## config.mk

```make
export PLATFORM = sky130hd
export DESIGN_NAME = shift_unit_iter
export DESIGN_NICKNAME = d
export VERILOG_FILES = /design/src/rtl/shift_unit_iter.sv
export SDC_FILE = /design/constraint.sdc
export NUM_CORES = 1
export LEC_CHECK = 0
export BUFFER_PORTS_ARGS = -buffer_cell sky130_fd_sc_hd__buf_2
export CAP_MARGIN = 20
export CORE_MARGIN = 2
export CORE_UTILIZATION = 33
export CTS_CLUSTER_DIAMETER = 60
export DETAILED_ROUTE_END_ITERATION = 16
export MAX_ROUTING_LAYER = met4
export SYNTH_ARGS = -nofsm -noshare
export SYNTH_HDL_FRONTEND = slang
export SYNTH_SLANG_ARGS = --single-unit
```

## constraint.sdc

```tcl
create_clock -name clk -period 4.5 [get_ports clk]
set_input_delay 0.675 -clock clk [delete_from_list [all_inputs] [get_ports clk]]
set_output_delay 0.675 -clock clk [all_outputs]
set_load 0.02 [all_outputs]
```

## src/rtl/shift_unit_iter.sv

```systemverilog
// Multi-cycle SRL/SLL/SRA/ROR shifter that consumes at most STEP bit positions
// per clock, with valid/ready handshakes on both sides.
module shift_unit_iter #(
  parameter int WIDTH = 32,
  parameter int SHW   = 5,
  parameter int STEP  = 4
) (
  input  logic             clk,
  input  logic             rst_n,
  input  logic             in_valid,
  output logic             in_ready,
  input  logic [WIDTH-1:0] A,
  input  logic [SHW-1:0]   shift,
  input  logic [1:0]       mode,
  output logic             out_valid,
  input  logic             out_ready,
  output logic [WIDTH-1:0] res,
  output logic             busy
);

  typedef enum logic [1:0] {IDLE, SHIFT, DONE} state_e;
  typedef enum logic [1:0] {OP_SRL = 2'b00, OP_SLL = 2'b01,
                            OP_SRA = 2'b10, OP_ROR = 2'b11} op_e;

  localparam logic [SHW-1:0] STEP_W  = SHW'(STEP);
  localparam logic [SHW:0]   WIDTH_W = (SHW+1)'(WIDTH);

  state_e           state_q;
  op_e              mode_q;
  logic [WIDTH-1:0] acc_q;
  logic [SHW-1:0]   rem_q;
  logic             sign_q;
  logic             in_ready_q;
  logic             out_valid_q;
  logic             busy_q;
  logic [WIDTH-1:0] res_q;

  logic [SHW-1:0]   amt;
  logic [SHW:0]     inv_amt;
  logic [WIDTH-1:0] ones;
  logic [WIDTH-1:0] acc_d;

  // One chunk of the shift; SRA fills from the sign latched at accept so the
  // chunked result matches a one-shot arithmetic shift.
  always_comb begin
    amt     = (rem_q > STEP_W) ? STEP_W : rem_q;
    inv_amt = WIDTH_W - {1'b0, amt};
    ones    = '1;
    acc_d   = acc_q;
    unique case (mode_q)
      OP_SRL: acc_d = acc_q >> amt;
      OP_SLL: acc_d = acc_q << amt;
      OP_SRA: acc_d = (acc_q >> amt) | (sign_q ? ~(ones >> amt) : '0);
      OP_ROR: acc_d = (acc_q >> amt) | (acc_q << inv_amt);
      default: acc_d = acc_q;
    endcase
  end

  always_ff @(posedge clk) begin
    if (!rst_n) begin
      state_q     <= IDLE;
      mode_q      <= OP_SRL;
      acc_q       <= '0;
      rem_q       <= '0;
      sign_q      <= 1'b0;
      in_ready_q  <= 1'b1;
      out_valid_q <= 1'b0;
      busy_q      <= 1'b0;
      res_q       <= '0;
    end else begin
      unique case (state_q)
        IDLE: begin
          if (in_valid) begin
            acc_q      <= A;
            rem_q      <= shift;
            mode_q     <= op_e'(mode);
            sign_q     <= A[WIDTH-1];
            in_ready_q <= 1'b0;
            busy_q     <= 1'b1;
            if (shift == '0) begin
              state_q     <= DONE;
              res_q       <= A;
              out_valid_q <= 1'b1;
            end else begin
              state_q <= SHIFT;
            end
          end
        end
        SHIFT: begin
          acc_q <= acc_d;
          rem_q <= rem_q - amt;
          if (rem_q == amt) begin
            state_q     <= DONE;
            res_q       <= acc_d;
            out_valid_q <= 1'b1;
          end
        end
        DONE: begin
          if (out_ready) begin
            state_q     <= IDLE;
            out_valid_q <= 1'b0;
            in_ready_q  <= 1'b1;
            busy_q      <= 1'b0;
          end
        end
        default: state_q <= IDLE;
      endcase
    end
  end

  assign in_ready  = in_ready_q;
  assign out_valid = out_valid_q;
  assign busy      = busy_q;
  assign res       = res_q;

endmodule
```

* Word-level counts from Yosys, hierarchy flattened
Index checks and enable logic that the tools add are counted.
** Operators by class
- Shift-type cells :: 4
- Mux-type cells :: 26
- Divide/modulo/power cells :: 0
- Reductions and logical operators :: 12
- $add $sub $neg :: 2
- Magnitude comparators :: 1
- Eq/ne operators :: 10
- Multipliers :: 0
- Bitwise operators :: 3
** Operators by type and width (count)
- two-way mux 32 bit :: 5
- one-hot mux 32 bit (2 select lines) :: 2
- one-hot mux 32 bit (4 select lines) :: 1
- OR 32 bit :: 2
- inverter 32 bit :: 1
- left shift 32 x 5 -> 32 bit :: 1
- left shift 32 x 6 -> 32 bit :: 1
- >> shifter 32 x 5 -> 32 bit :: 1
- >> shifter 32 x 5 -> 32 bit (first input constant) :: 1
- two-way mux 5 bit :: 2
- one-hot mux 5 bit (2 select lines) :: 1
- two-way mux 2 bit :: 4
- inequality test 2 bit (second input constant) :: 4
- two-way mux 1 bit :: 7
- equality test 2 bit (second input constant) :: 3
- one-hot mux 2 bit (3 select lines) :: 1
- AND reduction 3 bit :: 2
- subtractor 6 x 5 -> 6 bit (first input constant) :: 1
- equality test 5 bit :: 1
- > comparator 5 x 3 -> 1 bit (second input constant) :: 1
- zero test 5 bit :: 1
- AND reduction 5 bit :: 1
- subtractor 5 bit :: 1
- equality test 2 x 1 -> 1 bit (second input constant) :: 2
- 7 further kinds :: 11
** Storage, ports and cells
- Bits in writable memories :: 0
- Latch bits :: 0
- Input bits :: 43
- Memory bits (read-only) :: 0
- Logic and storage cells :: 67
- Register bits :: 77
- Output and inout bits :: 35
- Memories kept :: 0

* Logic depth before layout (Yosys ltp)
Gate-level depths: netlist (run 1).
- Word-level depth :: 9
- Mapped depth :: 16
- Gate-level depth less buffers :: 10

* Worst setup path before layout (run 1)
No wires, ideal clock.
- Path kind :: reg2reg
- Start :: reg rem_q[3]
- End :: reg res_q[20], in the netlist res[20]
- Setup time :: 131 ps
- Stages on the path, launching flop included :: 17
- Required time :: 4369 ps
- Arrival :: 3427 ps
- Buffers on the path :: 8
- Path slack :: 943 ps
- Cells stage by stage :: dfxtp_1 -> buf_6 -> or4b_4 -> buf_6 -> buf_6 -> buf_6 -> buf_4 -> buf_2 -> ha_1 -> clkbuf_1 -> inv_1 -> clkbuf_1 -> mux4_2 -> a32oi_1 -> nand4_1 -> o221ai_1 -> o21ai_0
** Between the ends
- Word-level cells in the longest chain between the ends :: 9
- Elaborated cells between the ends (all ways) :: 17
- Those cells by class :: add/sub (1); order compare (1); eq/ne (2); shift (4); mux (5); bitwise (3); reduce/logical (1)
** RTL lines
- start, declared :: line 31 : logic [SHW-1:0] rem_q;
- start signal, assigned :: line 75 : rem_q <= shift;
- start signal, assigned :: line 91 : rem_q <= rem_q - amt;
- branches (longest 9 deep; another with subtractor 6 x 5 -> 6 bit)
- end signal, assigned :: line 69 : res_q <= '0;
- end signal, assigned :: line 82 : res_q <= A;
- end signal, assigned :: line 94 : res_q <= acc_d;
- end, declared :: line 36 : logic [WIDTH-1:0] res_q;
Parallel ways; which one is timed is not known. The select of a mux whose other input is x is not followed.
A chain may end at the register's enable or synchronous reset.

* Worst setup path in the final report (run 1)
- Start :: reg rem_q[2]
- End :: reg res_q[29], in the netlist res[29]
Same word-level chain as after synthesis.

==> impl_summary.md, run 1 <==
Clock network
For this design, the sink count on the clock tree is 77. The number of setup buffers added after CTS is 0. TritonCTS built the clock tree. Hold repair after CTS inserted 0 buffers. After clock tree synthesis, the repair step resized 0 gates. The number of buffers inserted during clock tree synthesis is 9.

Clock latency on the worst-skew pair, taken at its later pin, is 0.35 ns. The register clock-pin slew on the reported worst setup and hold paths is 0.07 ns. The clock passes through at most 2 buffers.

The tree is rooted in a sky130_fd_sc_hd__clkbuf_16. The H-tree generated during clock tree synthesis spans 3 levels.

Status
The run finished with clean final reports.

Detailed routing
Once detail routing completed, the nets flagged for antenna violations numbered 0. For this run, design rule violations remaining after detail routing come to 0. In the final routed layout, each cell accounts on average for 24.6 um. The average via count per standard cell is 6.43. The detailed-route wire length is 29600 um. The iteration count of the initial detailed-routing pass is 7.

The detailed-route via count is 7736. The number of DRC violations after detailed-routing iteration 0 is 995.

GRT
The number of global-route vias before repair is 7145. The global-route wire length before repair is 45000 um. For this run the aggregate overflow at the end of global routing stands at 0. The initial antenna violation count was 0. The total routing resource utilization after global routing is 0.268. Entering global routing, the biggest net connects 101 pins.

Worst setup path
At the worst endpoint, the required time is 4.77 ns. On the critical path, the stage with the largest delay is an instance of sky130_fd_sc_hd__or4b_1. STA classifies the critical path endpoint as a register. Traced cell by cell, the critical path runs through or4b_1, ha_1, inv_1, ha_1, inv_1, nor2_1, a211oi_1, o32ai_2, a211oi_1, nor3b_1. The cell count along the critical path is 10. The cell count of the worst reg-to-reg path is 10. The worst path buffer plus inverter count is 2. The cell family contributing the most delay on the critical path is simple AND/OR/NAND/NOR gates. The worst setup path is of the register to register kind. Data arrives at the worst endpoint at 3.89 ns.

The type of origin of the critical path is a register. The worst-path maximum fanout is 15. The peak per-stage delay on the critical path is 0.61 ns.

Yosys
In the synthesized netlist, the number of instances is 925. After synthesis, the share of flip-flops with an asynchronous set or reset is 0. The count of synthesis-stage warnings from yosys is 0. The average footprint of a synthesized cell is 7.69 um2. The synthesized area is 0.00711 mm2. The netlist uses 78 different library cells.

The flop and latch count out of synthesis is 77. The number of nets in the synthesized netlist is 976. The number of synthesized flops with an enable pin is 0. For this run, the register share of the synthesized area comes to 0.217. In the synthesized netlist the dominant register cell turns out to be sky130_fd_sc_hd__dfxtp_1.

STA
The time the final worst path needs with I/O delays and setup is 3.62 ns. The final count of negative-setup-slack endpoints is 0. For the pin with the worst max-slew slack, the measured transition is 1.02 ns. The final worst clock skew is 0.0102 ns. Setup repair after global routing left no endpoint under its margin. The part of the cycle the worst path needs is 0.804. Measured against its own limit, the worst slew margin works out to 0.317. The max-slew violation count was 0. The worst hold-check slack is 0.471 ns. Based on the critical path, the design can be clocked at up to 276 MHz.

The total count of hold-check failures in the final report is 0. In the final timing run, aggregate negative setup slack is 0 ns. Once routing completed, OpenROAD measured the worst setup slack at 0.880 ns.

Placed design
The cell area reported after detailed placement is 0.00755 mm2. The weighted congestion at the end of routability-driven global placement is 1.00. The number of port buffers is 77.

Detailed placement finished with a half-perimeter wire length of 20100 um. The count of placed standard cells including taps is 1187. The worst slack at placement is 0.995 ns.

Final layout
The layout has 2251 filler cells. Summing all flip-flop and latch instances after layout gives 0.00154 mm2. 0 antenna diodes ended up in the layout. The share of cells above drive strength 1 is 0.199. The count of non-filler cells in the finished layout is 1204. The area of the multi-input gates is 0.00503 mm2. The final standard cell utilization of the core is 0.373. The finished layout cell area is 0.00787 mm2.

Compared with the post-synthesis result, the final layout area differs by 10.7%. After the last flow step, the layout net total stands at 975.

Floorplan
The number of standard-cell rows in the floorplan is 53. In this run the vertical extent of the chip is 151 um. The horizontal extent of the die is 151 um. The area of the die is 0.0227 mm2. The I/O pin count is 78. The placeable core area is 0.0211 mm2. The initial utilization of the core area, before any placement, comes to 0.337.

Power and ir drop
Power spread over the standard cell area amounts to 812 mW/mm2. Power comes to 6.39 mW. The logic gate share of total power is 0.652. The standby leakage power is 3.12 nW.

The clock power share is 0.120. The part of the total power dissipated in sequential elements is 0.228. IR analysis of the VDD net gives a maximum drop of 0.348 mV.

The switching share of power is 0.553. The switching component of the power is 3.54 mW. The cell internal power dissipation is 2.86 mW.

Run
Across the run, the number of max-cap violations was 0.

Hold path
In this run the worst hold path is classified as register to register. Along the worst hold path, the cell count comes to 2.
-- Yosys cell counts, types with 7 or more instances --
cell / count / area [um2]
sky130_fd_sc_hd__a211oi_1: 14 / 105
sky130_fd_sc_hd__a21o_1: 8 / 60.1
sky130_fd_sc_hd__a21oi_1: 51 / 255
sky130_fd_sc_hd__a31oi_1: 16 / 100
sky130_fd_sc_hd__and3_1: 12 / 75.1
sky130_fd_sc_hd__buf_2: 11 / 55.1
sky130_fd_sc_hd__buf_6: 7 / 78.8
sky130_fd_sc_hd__clkbuf_1: 88 / 330
sky130_fd_sc_hd__dfxtp_1: 77 / 1540
sky130_fd_sc_hd__ha_1: 8 / 100
sky130_fd_sc_hd__inv_1: 10 / 37.5
sky130_fd_sc_hd__mux2_2: 20 / 225
sky130_fd_sc_hd__mux2i_1: 70 / 701
sky130_fd_sc_hd__mux4_2: 24 / 541
sky130_fd_sc_hd__nand2_1: 116 / 435
sky130_fd_sc_hd__nand3_1: 59 / 295
sky130_fd_sc_hd__nand4_1: 7 / 43.8
sky130_fd_sc_hd__nor2_1: 52 / 195
sky130_fd_sc_hd__nor2b_1: 7 / 43.8
sky130_fd_sc_hd__nor3_1: 11 / 55.1
sky130_fd_sc_hd__o211ai_1: 12 / 90.1
sky130_fd_sc_hd__o21ai_0: 75 / 375
sky130_fd_sc_hd__o221ai_1: 15 / 131
sky130_fd_sc_hd__o22ai_1: 11 / 68.8
sky130_fd_sc_hd__o31ai_1: 19 / 143
-- layout by cell type, fill, tap and decap left out, types with 4 or more instances in the layout --
master,n
sky130_fd_sc_hd__and3_1,12
sky130_fd_sc_hd__clkbuf_16,9
sky130_fd_sc_hd__nand3_1,58
sky130_fd_sc_hd__a22oi_1,4
sky130_fd_sc_hd__nor2_1,52
sky130_fd_sc_hd__a211o_1,6
sky130_fd_sc_hd__mux2i_1,70
sky130_fd_sc_hd__mux2_2,20
sky130_fd_sc_hd__buf_4,24
sky130_fd_sc_hd__nand2_1,116
sky130_fd_sc_hd__and2_1,4
sky130_fd_sc_hd__a21oi_1,51
sky130_fd_sc_hd__dfxtp_1,77
sky130_fd_sc_hd__a21boi_0,6
sky130_fd_sc_hd__o22ai_1,11
sky130_fd_sc_hd__a32oi_1,5
sky130_fd_sc_hd__a32o_1,6
sky130_fd_sc_hd__nand3b_1,4
sky130_fd_sc_hd__a22o_1,4
sky130_fd_sc_hd__nand2b_1,5
sky130_fd_sc_hd__o211a_1,5
sky130_fd_sc_hd__o31ai_1,19
sky130_fd_sc_hd__nand4_1,7
sky130_fd_sc_hd__o21ai_0,75
sky130_fd_sc_hd__o221ai_1,15
sky130_fd_sc_hd__mux4_2,24
sky130_fd_sc_hd__buf_2,77
sky130_fd_sc_hd__a31oi_1,16
sky130_fd_sc_hd__nor4_1,5
sky130_fd_sc_hd__nor2b_1,6
sky130_fd_sc_hd__a211oi_1,14
sky130_fd_sc_hd__nor3_1,10
sky130_fd_sc_hd__ha_1,7
sky130_fd_sc_hd__inv_1,10
sky130_fd_sc_hd__o211ai_1,12
sky130_fd_sc_hd__a21o_1,8
-- power groups by stage --
stage	logic [mW]	clock network, mW	registers, mW
6_report	4.17	0.768	1.46
5_1_grt	4.44	0.799	1.48
4_1_cts	4.05	0.778	1.43
3_5_place_dp	4.03	0	1.44
3_3_place_gp	4.04	0	1.44
2_1_floorplan	3.05	0	1.16
-- logic make-up (layout without fill, tap and decap cells) --
kind of cell | count (synthesis) | in the layout | synth area share
AOI/OAI and AO/OA | 296 | 296 | 0.282
buffers and inverters | 129 | 133 | 0.0787
and+or+nand+nor | 298 | 298 | 0.197
adders and majority gates | 8 | 8 | 0.0141
muxes | 116 | 116 | 0.210
other | 1 | 1 | 0.000527
DFF | 77 | 77 | 0.217
-- layout make-up --
cell class,instances,share of cell area
Sequential cell,77,0.196
Clock buffer,10,0.0291
Timing Repair Buffer,103,0.0769
Inverter,14,0.00668
Multi-Input combinational cell,719,0.639
Clock inverter,6,0.00906
Tap cell,275,0.0437
-- worst min-delay path, delay by kind of cell, from the launching register on --
kind | cells | cell delay [ns]
compound gates | 1 | 0.05
simple gates | 1 | 0.06
flops | 1 | 0.31
-- final timing paths --
check / endpoint / startpoint / slack (ns)
setup / recovery: res[29]$_SDFFE_PN0P_ / rem_q[2]$_SDFFE_PN0P_ / 0.88
hold / removal: res[15]$_SDFFE_PN0P_ / res[15]$_SDFFE_PN0P_ / 0.47
setup reg to reg: res[29]$_SDFFE_PN0P_ / rem_q[2]$_SDFFE_PN0P_ / 0.88
hold reg to reg: res[15]$_SDFFE_PN0P_ / res[15]$_SDFFE_PN0P_ / 0.47
-- layer usage --
metal  track usage  part of all wire  vias up
met2         0.393              0.44      509
met3        0.0404             0.097       81
met1         0.365              0.42     3668
met5             -                 0        -
met4         0.120             0.039        0
li1              -                 -     3478
-- sequential cells by signal, indices dropped and copies added (netlist names) --
| register | count |
|---|---|
| res | 32 |
| acc_q | 32 |
| state_q | 2 |
| rem_q | 5 |
| sign_q | 1 |
| mode_q | 2 |
| in_ready | 1 |
| out_valid | 1 |
| busy | 1 |
Power figures use the tool's default switching activity.
==> run 2: changes to the inputs <==
--- a/config.mk
+++ b/config.mk
@@ -5,6 +5,7 @@
 export SDC_FILE = /design/constraint.sdc
 export NUM_CORES = 1
 export LEC_CHECK = 0
+export ABC_AREA = 1
 export BUFFER_PORTS_ARGS = -buffer_cell sky130_fd_sc_hd__buf_2
 export CAP_MARGIN = 20
 export CORE_MARGIN = 2
==> constraint.sdc (replaced) <==
create_clock -name clk -period 2.9 [get_ports clk]
set_input_delay 0.435 -clock clk [delete_from_list [all_inputs] [get_ports clk]]
set_output_delay 0.435 -clock clk [all_outputs]
set_load 0.02 [all_outputs]
==> run 2 against run 1 <==
Compared with the run above:
- area after synthesis fell by 13%
- die area decreased by 13%
- worst hold slack got worse by 0.12 ns
- global-route usage fell by 2.0 points
- register-to-register slack worse by 0.56 ns
- count of clock-buffer cells in the layout increased by 2
- final cell count increased by 13%
- power is 70% higher
- sequential cell count stayed put
- clock skew about the same
- largest cell class unchanged
==> impl_summary.md, run 2 <==
Placed design
The number of port buffers is 77 (unchanged). The weighted congestion at the end of routability-driven global placement is 1.01 (+0.88%). The placed wire-length estimate after detailed placement is 18100 um (-9.8%).

Worst setup path
The cell with the biggest individual delay on the critical path is sky130_fd_sc_hd__dfxtp_1. The worst path buffer plus inverter count was 3 (+1). The type of origin of the critical path is a register.

The most frequent cell on the critical path is sky130_fd_sc_hd__nand2_1. The top cell family by delay on the critical path is simple AND/OR/NAND/NOR gates. The arrival time of the worst setup path is 2.81 ns (-1.08 ns). The worst-path maximum fanout is 16 (+1).

The required time at the worst-slack endpoint is 3.13 ns (-1.64 ns). The worst setup path is of the register to register kind. The peak per-stage delay on the critical path is 0.35 ns (-0.26 ns). The critical path goes through nor2_4, nand2_4, nor2_4, inv_2, ha_1, inv_1, ha_1, buf_4, nor2_2, nand3_1, nand2_1, nor2_1, nand2_1, nand2_1, nand2_1, nand2_1, nand2_1, a21oi_1. The sort of element at the end of the critical path is a register.

STA
Setup repair after global routing left no endpoint under its margin. The setup total negative slack is 0 ns (unchanged). The final count of negative-setup-slack endpoints is 0 (unchanged). The part of the cycle the worst path needs is 0.891 (+0.0866). The worst slew margin relative to its limit is 0.591 (+0.274). The time the final worst path needs with I/O delays and setup was 2.58 ns (-1.04 ns). The max-slew violation count is 0 (unchanged). The final worst clock skew is 0.00969 ns (-0.000475 ns).

The total count of hold-check failures in the final report is 0 (unchanged). The maximum clock frequency is 387 MHz (+40%). The worst hold-check slack is 0.353 ns (-0.119 ns). The transition time at the pin with the least slew margin is 0.613 ns (-0.411 ns).

Power and ir drop
The standby leakage power is 3.38 nW (+8.2%). The maximum vdd ir drop came to 0.577 mV (+66%). The logic gate share of total power is 0.701 (+0.049). The part of the total power dissipated in sequential elements is 0.171 (-0.057). The switching component of the power came to 6.12 mW (+73%). The switching share of power is 0.563 (+0.00955).

The clock power share is 0.128 (+0.008). The cell area power density is 1520 mW/mm2 (+87%). The cell internal power dissipation is 4.75 mW (+66%).

Floorplan
The area of the die was 0.0198 mm2 (-13%). The horizontal extent of the die is 141 um (-6.7%). The placeable core area is 0.0181 mm2 (-14%). The I/O pin count is 78 (unchanged). The number of standard-cell rows in the floorplan is 49 (-7.5%). The initial core utilization is 0.340 (+0.00264). The die height is 141 um (-6.7%).

Clock network
The total number of H-tree levels is 3 (unchanged). The number of buffers inserted to repair setup after CTS came to 0 (unchanged). The hold-fix buffer count after cts was 0 (unchanged).

TritonCTS built the clock tree. The register clock-pin slew on the reported worst setup and hold paths is 0.06 ns (about the same). The number of sinks driven by the clock tree is 77 (unchanged).

The number of buffers inserted during clock tree synthesis was 9 (unchanged). The later-pin clock latency in the skew report is 0.35 ns (about the same). In this run the clock root is driven by a sky130_fd_sc_hd__clkbuf_16. The maximum clock path buffer count came to 2 (unchanged).

The post-CTS resize count is 0 (unchanged).

Detailed routing
The iteration count of the initial detailed-routing pass is 6 (-1). The detailed-route via count is 7488 (-3.2%). The detailed-route wire length is 24200 um (-18%). The number of DRC violations after detailed routing is 0 (unchanged). The average via count per standard cell is 5.52 (-14%). The number of DRC violations after detailed-routing iteration 0 is 857 (-14%). The post-detailed-route count of antenna-violating nets is 0 (unchanged). The routed length per placed instance was 17.8 um (-27%).

Yosys
The fraction of synthesis flops using an asynchronous set or reset pin is 0 (unchanged). The primary flip-flop cell chosen by synthesis mapping is sky130_fd_sc_hd__dfxtp_1. The commonest cells after synthesis are sky130_fd_sc_hd__nand2_1 (322), sky130_fd_sc_hd__o21ai_0 (109), sky130_fd_sc_hd__a21oi_1 (99). By area the synthesized netlist is led by sky130_fd_sc_hd__dfxtp_1 (25%), sky130_fd_sc_hd__nand2_1 (20%), sky130_fd_sc_hd__o21ai_0 (8.8%).

The instance count of the mapped netlist is 1070 (+16%). The flop and latch count out of synthesis is 77 (unchanged). The largest total area in the synthesized netlist belongs to sky130_fd_sc_hd__dfxtp_1. The post-synthesis net count is 1121 (+15%). The average footprint of a synthesized cell is 5.76 um2 (-25%). The post-synthesis cell type count is 42 (-46%).

The share of Yosys cell area claimed by the top area cell type is 0.250 (+0.0332). Yosys instantiated no cell more often than sky130_fd_sc_hd__nand2_1. The count of synthesis-stage warnings from yosys is 0 (unchanged). The synthesized area came to 0.00617 mm2 (-13%). The sequential element share of the synthesized area is 0.250 (+0.0332). The number of synthesized flops with an enable pin was 0 (unchanged).

Hold path
The class of the worst hold path is input port to register.

Final layout
The share of cells above drive strength 1 is 0.147 (-0.0520). The count of inserted antenna diode cells came to 0 (unchanged). The net count of the finished layout is 1174 (+20%). The area overhead of the layout relative to synthesis is 16.1%.

Leaving out fill and tap cells, the most frequent cell in the layout is sky130_fd_sc_hd__nand2_1. The library cells used most frequently in the layout, excluding fill and tap cells, are sky130_fd_sc_hd__nand2_1 (322), sky130_fd_sc_hd__o21ai_0 (109), sky130_fd_sc_hd__a21oi_1 (99).

GRT
The global-route wire length before repair is 37700 um (-16%). The pin count of the biggest net entering global routing is 69 (-32%). The remaining global-route overflow is 0 (unchanged).

The number of global-route vias before repair came to 6891 (-3.6%). The initial antenna violation count is 0 (unchanged). The total routing resource utilization after global routing is 0.248 (-0.0203).

Run
The number of max-cap violations was 0 (unchanged).

Status
The flow ran to the end, and the final reports show no timing, DRC or antenna violations.
==> run 2: final cells by class <==
class | count | area [um2]
Tap cell | 229 | 287
Clock buffer | 12 | 236
Sequential cell | 77 | 1540
Timing Repair Buffer | 108 | 656
Multi-Input combinational cell | 833 | 3960
Fill cell | 2038 | 11000
Inverter | 94 | 355
Clock inverter | 4 | 120
==> run 2: metal layers <==
layer,routed length (um),share of wire,vias to the layer above,track usage
li1,-,-,3673,-
met1,11100,0.46,3402,0.340
met2,10400,0.43,345,0.362
met3,1740,0.072,68,0.0360
met4,1010,0.042,0,0.109
met5,0,0,-,-
==> run 2: cell families after synthesis <==
family,synth area share
AND/OR/NAND/NOR,0.362
AO/OA/AOI/OAI,0.263
adder cells (fa/ha/maj),0.0162
flip-flops,0.250
buffers and inverters,0.108
other,0.000608
==> run 2: metrics by stage <==
stage | total power [mW] | cells | util | instance area (um2) | setup slack, ns
after global routing | 11.7 | 1357 | 0.394 | 7160 | 0.0958
final | 10.9 | 1357 | 0.394 | 7160 | 0.316
after CTS | 10.7 | 1357 | 0.394 | 7160 | 0.327
after floorplan | 7.02 | 1070 | - | 6170 | 0.185
after detailed placement | 9.30 | 1341 | 0.375 | 6800 | 0.351
after global placement | 9.35 | 1341 | 0.375 | 6800 | 0.385
==> run 2: path summary, 6_finish.rpt <==
| check | startpoint | cells past startpoint | endpoint | slack (ns) |
|---|---|---|---|---|
| hold / removal | A[31] | 3 | sign_q$_SDFFE_PN0P_ | 0.35 |
| setup reg to reg | rem_q[3]$_SDFFE_PN0P_ | 18 | res[27]$_SDFFE_PN0P_ | 0.32 |
| hold reg to reg | out_valid$_SDFFE_PN0P_ | 2 | out_valid$_SDFFE_PN0P_ | 0.45 |
| setup / recovery | rem_q[3]$_SDFFE_PN0P_ | 18 | res[27]$_SDFFE_PN0P_ | 0.32 |
==> run 2: worst reg2reg max path, cell delays in order (launching register included) <==
cell	delay [ns]
sky130_fd_sc_hd__dfxtp_1	0.35
sky130_fd_sc_hd__nor2_4	0.19
sky130_fd_sc_hd__nand2_4	0.07
sky130_fd_sc_hd__nor2_4	0.09
sky130_fd_sc_hd__inv_2	0.04
sky130_fd_sc_hd__ha_1	0.23
sky130_fd_sc_hd__inv_1	0.07
sky130_fd_sc_hd__ha_1	0.24
sky130_fd_sc_hd__buf_4	0.20
sky130_fd_sc_hd__nor2_2	0.32
sky130_fd_sc_hd__nand3_1	0.13
sky130_fd_sc_hd__nand2_1	0.07
sky130_fd_sc_hd__nor2_1	0.04
sky130_fd_sc_hd__nand2_1	0.07
sky130_fd_sc_hd__nand2_1	0.05
sky130_fd_sc_hd__nand2_1	0.05
sky130_fd_sc_hd__nand2_1	0.06
sky130_fd_sc_hd__nand2_1	0.11
sky130_fd_sc_hd__a21oi_1	0.08
==> run 2: power groups by stage <==
stage               Sequential, mW  Combinational [mW]  Clock (mW)
floorplan                     2.07                4.95           0
global placement              1.86                7.49           0
detailed placement            1.86                7.44           0
CTS                           1.85                7.47        1.40
global route                  1.92                8.35        1.44
finish                        1.86                7.62        1.39
==> run 3: changes to the inputs <==
==> constraint.sdc (replaced) <==
create_clock -name clk -period 2.1 [get_ports clk]
set_input_delay 0.315 -clock clk [delete_from_list [all_inputs] [get_ports clk]]
set_output_delay 0.315 -clock clk [all_outputs]
set_load 0.02 [all_outputs]
==> run 3 against run 2 <==
Compared with the run above:
- the flow now finishes with violations (setup timing)
- clock skew is 0.0038 ns lower
- register-to-register slack got worse by 0.43 ns
- final cell count is 9.1% higher
- via count is 9.2% higher
- first-iteration DRC count decreased by 11%
- utilization grew 9.2 points
- critical path depth stayed put
- routed wire length increased by 9.8%
- design area increased by 23%
- die area is the same
- fmax increased by 17%
- count of clock-buffer cells in the layout fell by 1
- critical endpoint is now res[28]$_SDFFE_PN0P_
- largest cell class unchanged
==> impl_summary.md, run 3 (synthesis results as in run 2) <==
STA
The part of the cycle the worst path needs is 1.05 (+0.161). The max-slew violation count was 0 (unchanged). The smallest setup slack after layout is -0.110 ns (-0.426 ns). The time the final worst path needs with I/O delays and setup was 2.21 ns (-0.374 ns). The final worst clock skew was 0.00589 ns (-0.00380 ns). Setup repair after global routing could not meet its margin everywhere.

The worst slew margin relative to its limit is 0.594 (+0.00261). The transition time at the pin with the least slew margin is 0.609 ns (-0.00391 ns). The setup total negative slack came to -1.28 ns (-1.28 ns). The maximum clock frequency was 452 MHz (+17%).

The final count of negative-setup-slack endpoints is 32 (+32). The total count of hold-check failures in the final report is 0 (unchanged).

Final layout
The area growth from synthesis to layout is 43.1%. The net count of the finished layout is 1298 (+11%). The area used by sequential logic in the layout was 0.00155 mm2 (+0.32%).

Leaving out fill and tap cells, the most frequent cells in the layout are sky130_fd_sc_hd__nand2_1 (279), sky130_fd_sc_hd__buf_4 (132), sky130_fd_sc_hd__o21ai_0 (89). The share of cells above drive strength 1 is 0.348 (+0.201). The area of the multi-input gates is 0.00455 mm2 (+15%). Leaving out fill and tap cells, the most frequent cell in the layout is sky130_fd_sc_hd__nand2_1. The final standard cell utilization of the core is 0.486 (+0.0919). The finished layout cell area is 0.00882 mm2 (+23%). The count of inserted antenna diode cells is 0 (unchanged). The number of fill cells is 1860 (-8.7%).

GRT
The layer flagged by global routing as most heavily used is met2. The met1 track demand over resource in global routing is 0.362 (+0.0217). The global-route wire length before repair is 39600 um (+5.1%). The initial antenna violation count is 0 (unchanged).

The number of global-route vias before repair came to 7407 (+7.5%). The remaining global-route overflow was 0 (unchanged). The met3 layer usage reported by global route is 0.0445 (+0.00849). The total routing resource utilization after global routing was 0.261 (+0.0136). The met2 track utilization from global routing is 0.387 (+0.0249).

The pin count of the biggest net entering global routing is 74 (+7.2%).

Floorplan
The number of standard-cell rows in the floorplan is 49 (unchanged). The I/O pin count is 78 (unchanged). The placeable core area came to 0.0181 mm2 (unchanged).

The area of the die is 0.0198 mm2 (unchanged). The horizontal extent of the die is 141 um (unchanged). The die height is 141 um (unchanged).

The initial core utilization is 0.340 (unchanged).

Detailed routing
The average via count per standard cell was 5.52 (about the same). The post-detailed-route count of antenna-violating nets is 0 (unchanged). The number of DRC violations after detailed-routing iteration 0 is 764 (-11%). The number of DRC violations after detailed routing is 0 (unchanged). The detailed-route via count was 8176 (+9.2%).

The detailed-route wire length is 26600 um (+9.8%). The iteration count of the initial detailed-routing pass came to 6 (unchanged). The routed length per placed instance was 17.9 um (+0.62%).

Worst setup path
The capture point of the worst reg-to-reg path is res[28]$_SDFFE_PN0P_. The cell count of the worst reg-to-reg path is 18 (unchanged). The reg2reg setup slack was -0.11 ns (-0.43 ns). The critical path starts at rem_q[4]$_SDFFE_PN0P_.

The category of the most critical setup path is register to register. The arrival time of the worst setup path was 2.44 ns (-0.37 ns). The type of origin of the critical path is a register. The worst-path maximum fanout was 4 (-12).

The critical path capture point is res[28]$_SDFFE_PN0P_. The required time at the worst-slack endpoint came to 2.33 ns (-0.80 ns). The worst setup path is captured at a register. The startpoint identified for the worst register-to-register timing path is rem_q[4]$_SDFFE_PN0P_.

Clock network
The CTS tree is yes. The total number of H-tree levels is 3 (unchanged). The number of sinks driven by the clock tree is 77 (unchanged). The later-pin clock latency in the skew report is 0.35 ns (about the same). The register clock-pin slew on the reported worst setup and hold paths is 0.06 ns (about the same). The tree is rooted in a sky130_fd_sc_hd__clkbuf_16. The maximum clock path buffer count is 2 (unchanged). The number of buffers inserted during clock tree synthesis was 9 (unchanged).

Placed design
The cell area reported after detailed placement is 0.00774 mm2 (+14%). The placed wire-length estimate after detailed placement is 19300 um (+6.6%). The worst slack at placement is -0.273 ns (-0.624 ns). The number of port buffers is 77 (unchanged). The weighted congestion at the end of routability-driven global placement was 1.09 (+7.5%).

Run
The number of max-cap violations is 0 (unchanged).

Status
The flow ran to the end, but the final reports show violations. The checks that failed: setup timing.

Hold path
The class of the worst hold path is input port to register.
-- run 3: cell types whose count changed in the layout (fill, tap and decap cells not counted), moves of 26 or more --
cell                      before  now
sky130_fd_sc_hd__nand3_1      93   64
sky130_fd_sc_hd__nand2_1     322  279
sky130_fd_sc_hd__buf_4        28  132
sky130_fd_sc_hd__nand3_2       0   26
sky130_fd_sc_hd__o21ai_2       0   31
sky130_fd_sc_hd__nand2_2       1   41
-- run 3: routing by layer --
metal / up-vias / part of all wire
li1: 3927 / -
met1: 3759 / 0.45
met2: 422 / 0.43
met3: 68 / 0.090
met4: 0 / 0.035
met5: - / 0
-- run 3: what timing repair did --
action,4_1_cts,5_1_grt
setup buffers,8,4
setup endpoints to repair,59,65
resized for setup,87,104
hold buffers,0,0
cloned,0,3
pin swaps,25,37
-- run 3: area by class of cell --
cell class | instances | share of cell area
Timing Repair Buffer | 232 | 0.202
Clock buffer | 11 | 0.0275
Sequential cell | 77 | 0.175
Tap cell | 229 | 0.0325
Clock inverter | 5 | 0.00397
Inverter | 94 | 0.0437
Multi-Input combinational cell | 833 | 0.515
-- run 3: worst min path at each step --
stage                                 startpoint                endpoint  depth (start not counted)
after global routing                        A[2]   acc_q[2]$_SDFFE_PN0P_                          3
after global placement    out_valid$_SDFFE_PN0P_  out_valid$_SDFFE_PN0P_                          2
after detailed placement  out_valid$_SDFFE_PN0P_  out_valid$_SDFFE_PN0P_                          2
after CTS                                mode[1]  mode_q[1]$_SDFFE_PN0P_                          3
final                                       A[2]   acc_q[2]$_SDFFE_PN0P_                          3
after floorplan                         shift[1]   rem_q[1]$_SDFFE_PN0P_                          2
-- run 3: critical path, stage by stage (launching register included) --
cell and delay [ns]:
sky130_fd_sc_hd__dfxtp_2 0.34, sky130_fd_sc_hd__nor2_4 0.18, sky130_fd_sc_hd__nand2_4 0.09, sky130_fd_sc_hd__nor2_4 0.10
sky130_fd_sc_hd__inv_2 0.06, sky130_fd_sc_hd__ha_4 0.16, sky130_fd_sc_hd__inv_2 0.05, sky130_fd_sc_hd__ha_4 0.23
sky130_fd_sc_hd__nor2_4 0.14, sky130_fd_sc_hd__buf_4 0.13, sky130_fd_sc_hd__nand2_1 0.04, sky130_fd_sc_hd__nor2_1 0.12
sky130_fd_sc_hd__nor2_1 0.06, sky130_fd_sc_hd__nand2_1 0.07, sky130_fd_sc_hd__nand2_1 0.05, sky130_fd_sc_hd__nand2_1 0.06
sky130_fd_sc_hd__nand2_2 0.07, sky130_fd_sc_hd__nand2_2 0.09, sky130_fd_sc_hd__a21oi_2 0.05
-- run 3: per-stage QoR --
step / std cells / hold WS [ns]
floorplan: 1070 / 0.476
global placement: 1450 / 0.437
detailed placement: 1450 / 0.456
CTS: 1474 / 0.241
global route: 1481 / 0.257
finish: 1481 / 0.242
Power of run 3 is not shown: default switching activity piles up to over one toggle a cycle in this logic, so the estimate is an artifact.
